**src/rtl/gnss_dsp_pkg.sv**
```systemverilog
`default_nettype none
// ============================================================================
// Module   : gnss_dsp_pkg
// Brief    : Shared sample-format constants and helpers for the GNSS front-end
//            DSP blocks (dc_servo, quantize, histogram, dc_sum).
// Revision : 1.0 - initial release
// ============================================================================
package gnss_dsp_pkg;

  localparam int SAMPLE_W = 8;
  localparam logic [SAMPLE_W-1:0] ZERO_CODE = 8'h80;

  localparam int CORR_MAX = (2 ** (SAMPLE_W - 1)) - 1;
  localparam int CORR_MIN = -(2 ** (SAMPLE_W - 1));

  typedef logic [SAMPLE_W-1:0]        sample_t;
  typedef logic signed [SAMPLE_W-1:0] corr_t;

  // Clamp a wide signed value into the two's-complement correction range.
  function automatic corr_t sat_corr(input logic signed [31:0] v);
    corr_t r;
    if (v > CORR_MAX) begin
      r = corr_t'(CORR_MAX);
    end else if (v < CORR_MIN) begin
      r = corr_t'(CORR_MIN);
    end else begin
      r = corr_t'(v[SAMPLE_W-1:0]);
    end
    return r;
  endfunction

endpackage
`default_nettype wire

```
**src/rtl/dc_servo.sv**
```systemverilog
`default_nettype none
// ============================================================================
// Module   : dc_servo
// Brief    : Windowed-mean DC offset servo with manual override, one rail.
// Revision : 1.0 - initial release
// ============================================================================
module dc_servo
  import gnss_dsp_pkg::*;
#(
  parameter int WIN_LOG2 = 12,
  parameter int STEP     = 1,
  parameter int DEADBAND = 1024
) (
  input  logic                clk,
  input  logic                reset,
  input  logic [SAMPLE_W-1:0] x,
  input  logic                enable,
  input  logic [SAMPLE_W-1:0] manual_dc,
  output logic [SAMPLE_W-1:0] y,
  output logic [SAMPLE_W-1:0] dc,
  output logic [SAMPLE_W-1:0] mean,
  output logic                window_done
);

  localparam int ACC_W = SAMPLE_W + WIN_LOG2;
  localparam logic [WIN_LOG2-1:0] c_cnt_last = '1;
  localparam logic [WIN_LOG2-1:0] c_cnt_one  = WIN_LOG2'(1);

  sample_t                   r_y;
  sample_t                   r_dc;
  sample_t                   r_mean;
  logic                      r_window_done;
  logic signed [ACC_W-1:0]   r_acc;
  logic [WIN_LOG2-1:0]       r_cnt;

  logic signed [SAMPLE_W-1:0] w_centered;
  logic signed [ACC_W-1:0]    w_sum;
  logic signed [31:0]         w_sum_ext;
  logic signed [31:0]         w_dc_ext;
  logic                       w_wrap;
  sample_t                    w_dc_servo;

  // Removing the 0x80 bias of offset-binary yields the signed sample value.
  assign w_centered = $signed(r_y - ZERO_CODE);
  // The current sample is folded in here so the window-end sum is complete.
  assign w_sum      = r_acc + {{WIN_LOG2{w_centered[SAMPLE_W-1]}}, w_centered};
  assign w_sum_ext  = {{(32-ACC_W){w_sum[ACC_W-1]}}, w_sum};
  assign w_dc_ext   = {{(32-SAMPLE_W){r_dc[SAMPLE_W-1]}}, r_dc};
  assign w_wrap     = (r_cnt == c_cnt_last);

  always_comb begin
    w_dc_servo = r_dc;
    if (w_sum_ext > DEADBAND) begin
      w_dc_servo = sat_corr(w_dc_ext - STEP);
    end else if (w_sum_ext < -DEADBAND) begin
      w_dc_servo = sat_corr(w_dc_ext + STEP);
    end
  end

  always_ff @(posedge clk or posedge reset) begin
    if (reset) begin
      r_y           <= ZERO_CODE;
      r_dc          <= '0;
      r_mean        <= '0;
      r_window_done <= 1'b0;
      r_acc         <= '0;
      r_cnt         <= '0;
    end else begin
      r_y           <= x + r_dc;
      r_cnt         <= r_cnt + c_cnt_one;
      r_window_done <= w_wrap;
      if (w_wrap) begin
        r_mean <= w_sum[WIN_LOG2 +: SAMPLE_W];
        r_acc  <= '0;
      end else begin
        r_acc  <= w_sum;
      end
      // Manual override wins, including on a window-end cycle.
      if (!enable) begin
        r_dc <= manual_dc;
      end else if (w_wrap) begin
        r_dc <= w_dc_servo;
      end
    end
  end

  assign y           = r_y;
  assign dc          = r_dc;
  assign mean        = r_mean;
  assign window_done = r_window_done;

endmodule
`default_nettype wire

```
**config.mk**
```make
export PLATFORM = sky130hd
export DESIGN_NAME = dc_servo
export DESIGN_NICKNAME = d
export VERILOG_FILES = /design/src/rtl/gnss_dsp_pkg.sv /design/src/rtl/dc_servo.sv
export SDC_FILE = /design/constraint.sdc
export NUM_CORES = 1
export LEC_CHECK = 0
export CAP_MARGIN = 20
export CORE_MARGIN = 5
export CORE_UTILIZATION = 30
export CTS_BUF_LIST = sky130_fd_sc_hd__clkbuf_8
export DETAILED_ROUTE_END_ITERATION = 6
export PLACE_DENSITY = 0.5
export SYNTH_ARGS = -nofsm -noshare
export SYNTH_HDL_FRONTEND = slang
export SYNTH_SLANG_ARGS = --single-unit
```
**constraint.sdc**
```tcl
create_clock -name clk -period 7.59 [get_ports clk]
set_clock_uncertainty 0.2 [all_clocks]
set_input_delay 1.1385 -clock clk [delete_from_list [all_inputs] [get_ports clk]]
set_output_delay 1.1385 -clock clk [all_outputs]
set_load 0.005 [all_outputs]
```
# Yosys cells after proc, flatten, opt, wreduce, memory -nomap -nowiden
# Cells that the tools add are included.
# totals
reg_bits	57
output_inout_bits	25
# op_classes
eq_ne	3
n_reduce_logical	1
mux	9
magnitude_cmp	6
n_addsub	6
# ops
cell	count
two-way mux 8 bit	8
adder 20 bit	1
> comparator 20 x 12 -> 1 bit (second input constant)	1
less-than comparator 20 x 11 -> 1 bit (second input constant)	1
two-way mux 20 bit	1
> comparator 9 x 8 -> 1 bit (second input constant)	2
less-than comparator 9 x 8 -> 1 bit (second input constant)	2
adder 12 x 1 -> 12 bit (second input constant)	1
== test 12 bit (second input constant)	1
adder 8 x 2 -> 9 bit (second input constant)	1
subtractor 8 x 2 -> 9 bit (second input constant)	1
adder 8 bit	1
subtractor 8 bit (second input constant)	1
!= test 3 x 1 -> 1 bit (second input constant)	1
!= test 2 x 1 -> 1 bit (second input constant)	1
AND reduction 2 bit	1

# Logic depth before layout (Yosys ltp)
# logic_depth
word_depth	8
mapped_depth	14
mapped_depth_nobuf	12

# Least setup slack after synthesis
# No wires, ideal clock.
# synth_timing
kind	flip-flop to flip-flop
start	reg r_y[7], in the netlist y[7]
end	reg r_dc[2], in the netlist dc[2]
setup_time_ns	0.139
arrival_time_ns	3.527
period_less_slack_ns	3.866
slack_ns	3.724
n_path_buf	0
required_ns	7.251
path_stages_with_launch	13
cell_sequence	dfstp_2 > inv_1 > ha_1 > nand2_1 > o21ai_1 > mux2i_1 > o41ai_1 > or3_4 > or4b_1 > or4_4 > a21oi_4 > nand3b_4 > o221ai_1
# synth_via
elab_chain_cells	6
elab_cells_between_ends	9
classes_between	add/sub (2); order compare (2); eq/ne (1); mux (3); reduce/logical (1)
# synth_lines
item	line	source
start, declared	dc_servo.sv:29	sample_t r_y;
start signal, assigned	dc_servo.sv:69	r_y <= x + r_dc;
subtractor 8 bit *	dc_servo.sv:44	assign w_centered = $signed(r_y - ZERO_CODE);
adder 20 bit *	dc_servo.sv:46	assign w_sum = r_acc + {{WIN_LOG2{w_centered[SAMPLE_W-1]}}, w_centered};
> comparator 20 x 12 -> 1 bit	dc_servo.sv:53	if (w_sum_ext > DEADBAND) begin
two-way mux 8 bit	dc_servo.sv:53	
two-way mux 8 bit	dc_servo.sv:81	end else if (w_wrap) begin
two-way mux 8 bit	dc_servo.sv:79	if (!enable) begin
end signal, assigned	dc_servo.sv:80	r_dc <= manual_dc;
end signal, assigned	dc_servo.sv:82	r_dc <= w_dc_servo;
end, declared	dc_servo.sv:30	sample_t r_dc;
# Every way passes the cells marked *; elsewhere a longest branch is shown, timed or not. The select of a mux whose other input is x is not followed.
# A chain may end at the register's enable or synchronous reset.

# Worst setup path after layout
# layout_timing
start	reg r_y[7], in the netlist y[7]
end	reg r_dc[5], in the netlist dc[5]
# Same word-level chain as after synthesis.

==> flow_summary.ini <==
[pwr]
powerDensity_nw_per_um2 = 424
vdd_drop_max_mv = 0.173
leakage_nw = 2.05
totalPowerFinal_mw = 2.03

[synth]
synthArstFlopShare = 1.00
ys_types = 72
synthSimpleGateAreaFrac = 0.196
synth_ff_type = dfrtp_1
yosys.area.top_type = dfrtp_1
avgSynthCellArea_sq_um = 9.15
syn-num-nets = 491
synthXorXnorAreaFrac = 0.0850
synth_compound_area_frac = 0.198
synth_seq_cells = 57
yosysTopAreaCellShare = 0.349
ys_seq_area_frac = 0.355
synth-edff-count = 0
synth.area.mux_share = 0.0131
netlist_top_cells_area = dfrtp_1 (35%), ha_1 (9.7%), xnor2_1 (5.2%)
yosys_warnings = 0
synthesis.area_sq_um = 4020
synthAdderAreaFrac = 0.106
syn_inst = 439
synth_top_family_by_area = compound AO/OA/AOI/OAI gates

[status]
status = finished, final reports clean

[detailed_routing]
drcViolationCount = 0
via_per_inst = 5.07
wl_um = 10300
drtIter0Drc = 224
dr.pass1.iters = 5
num_vias = 3344
ant_nets = 0
routedWlPerCell_um = 15.7

[sta]
rsz0062_at_grt = no
setup_viol = 0
slew_headroom = 0.452
holdWs_ns = 0.280
finalWorstSetupSlack_ns = 3.17
tns_ns = 0
drv_slew = 0
worstMarginPinSlew_ns = 0.822
fmax_mhz = 226
post-route-period-util = 0.583
finalCriticalPeriod_ns = 4.42
hold_viol = 0

[die]
fp.coreArea_sq_um = 13200
die-width_um = 126
fp.dieH_um = 126
initial_core_util = 0.305
pin_count = 44
rows = 42
die-area_sq_um = 15800

[worst_setup_path]
worstSetupPathType = flip-flop to flip-flop
critPathMaxStageDelay_ns = 0.67
critical_path.max_fanout = 17
arrival_ns = 4.43
crit_buf_inv = 1
cp_cell_sequence = inv_1 > ha_1 > a21oi_1 > o21ai_0 > mux2i_1 > o41ai_1 > or3_1 > and4_2 > a41oi_2 > mux2_2 > o22ai_1 > o221ai_2
critical_path_required_ns = 7.59
crit_family = compound AO/OA/AOI/OAI gates
cp-end-kind = flip-flop
worst_setup_path_start_kind = flip-flop
crit_slowest_cell = a41oi_2

[final_layout]
drive_above_1_share = 0.0911
antenna_cells = 0
fin_cells = 659
area_delta_synth_final_pct = 19.3
final_common_cell = dfrtp_1
final_util = 0.363
num-nets-final = 530
post-route-cell-area_sq_um = 4790
final_cell_mix = dfrtp_1 (56), clkdlybuf4s50_1 (43), nor2_1 (38)

[placement]
dpl_cell_area_sq_um = 4570
place_inst = 643
io_buffers = 43
place_hpwl_um = 7850
dp_slack_ns = 3.23
gp_congestion = 0.876

[clock_network]
cts.path.max_buffers = 2
path_clk_slew_ns = 0.08
cts_resized = 0
cts_num_sinks = 57
hold_buffers = 0
cts_htree_levels = 3
cts_buffers = 9
postCtsSetupBuffers = 0
clk_latency_ns = 0.34
tritoncts = yes
cts-root-buf = clkbuf_8

[grt]
antenna_found_initial = 0
grt_pass1_wl_um = 16900
grt_max_degree = 58
grt_usage = 0.130
grt_pass1_vias = 3350
grt_overflow_total = 0

[run]
maxCapViolations = 0

[min_path]
hp-class = flip-flop to flip-flop
cell usage after synthesis (all sizes together) (8+ instances only):
cell and instances:
o211ai 8, xnor2 24, nor2 38, and3 12, a21oi 33, inv 19, nand3 16, dfrtp 56
nor3 10, o21ai 29, ha 31, nand2 36, xor2 15, clkbuf 9
worst reg2reg max path, stage by stage (launching register included):
cell      delay (ns)
dfstp_2         0.55
inv_1           0.21
ha_1            0.56
a21oi_1         0.14
o21ai_0         0.29
mux2i_1         0.25
o41ai_1         0.09
or3_1           0.39
and4_2          0.22
a41oi_2         0.67
mux2_2          0.42
o22ai_1         0.20
o221ai_2        0.11
cell type report:
type | instances | area (sq um)
flip-flops and latches | 57 | 1430
well taps | 176 | 220
clock inverters | 7 | 103
inverters | 20 | 75.1
multi-input cells | 346 | 2410
repair buffers | 44 | 438
fillers | 1337 | 8400
clock buffers | 9 | 124
cells by family after synthesis:
kind of cell	count (synthesis)
compound gates	119
xor+xnor	39
fa+ha+maj	33
buf+inv	36
flops	57
mux	5
simple gates	150
report_power, final:
| part | switching [mW] | total, mW | leakage [nW] | internal [mW] |
|---|---|---|---|---|
| logic | 0.765 | 1.27 | 1.24 | 0.509 |
| registers | 0.0438 | 0.431 | 0.701 | 0.387 |
| clock network | 0.141 | 0.329 | 0.110 | 0.188 |
registers in the layout (all words and copies together) (netlist names):
name         flops
dc               8
y                8
mean             8
window_done      1
r_acc           20
r_cnt           12
routing by layer:
layer	share of wire	wire [um]	track usage
met5	0	0	0
met4	0.019	199	0.0473
met3	0.036	373	0.0258
met2	0.49	5060	0.217
met1	0.45	4700	0.169
final timing paths:
check                      startpoint        end  slack (ns)  cells after the start
setup / recovery                 y[7]      dc[5]        3.17                     12
max in group asynchronous       reset   r_acc[7]        5.57                      3
hold reg to reg              r_cnt[7]   r_cnt[7]        0.28                      1
setup reg to reg                 y[7]      dc[5]        3.17                     12
min in group asynchronous       reset  r_cnt[11]        1.12                      3
hold / removal               r_cnt[7]   r_cnt[7]        0.28                      1
Note: power is estimated with default switching activity, not from simulation.
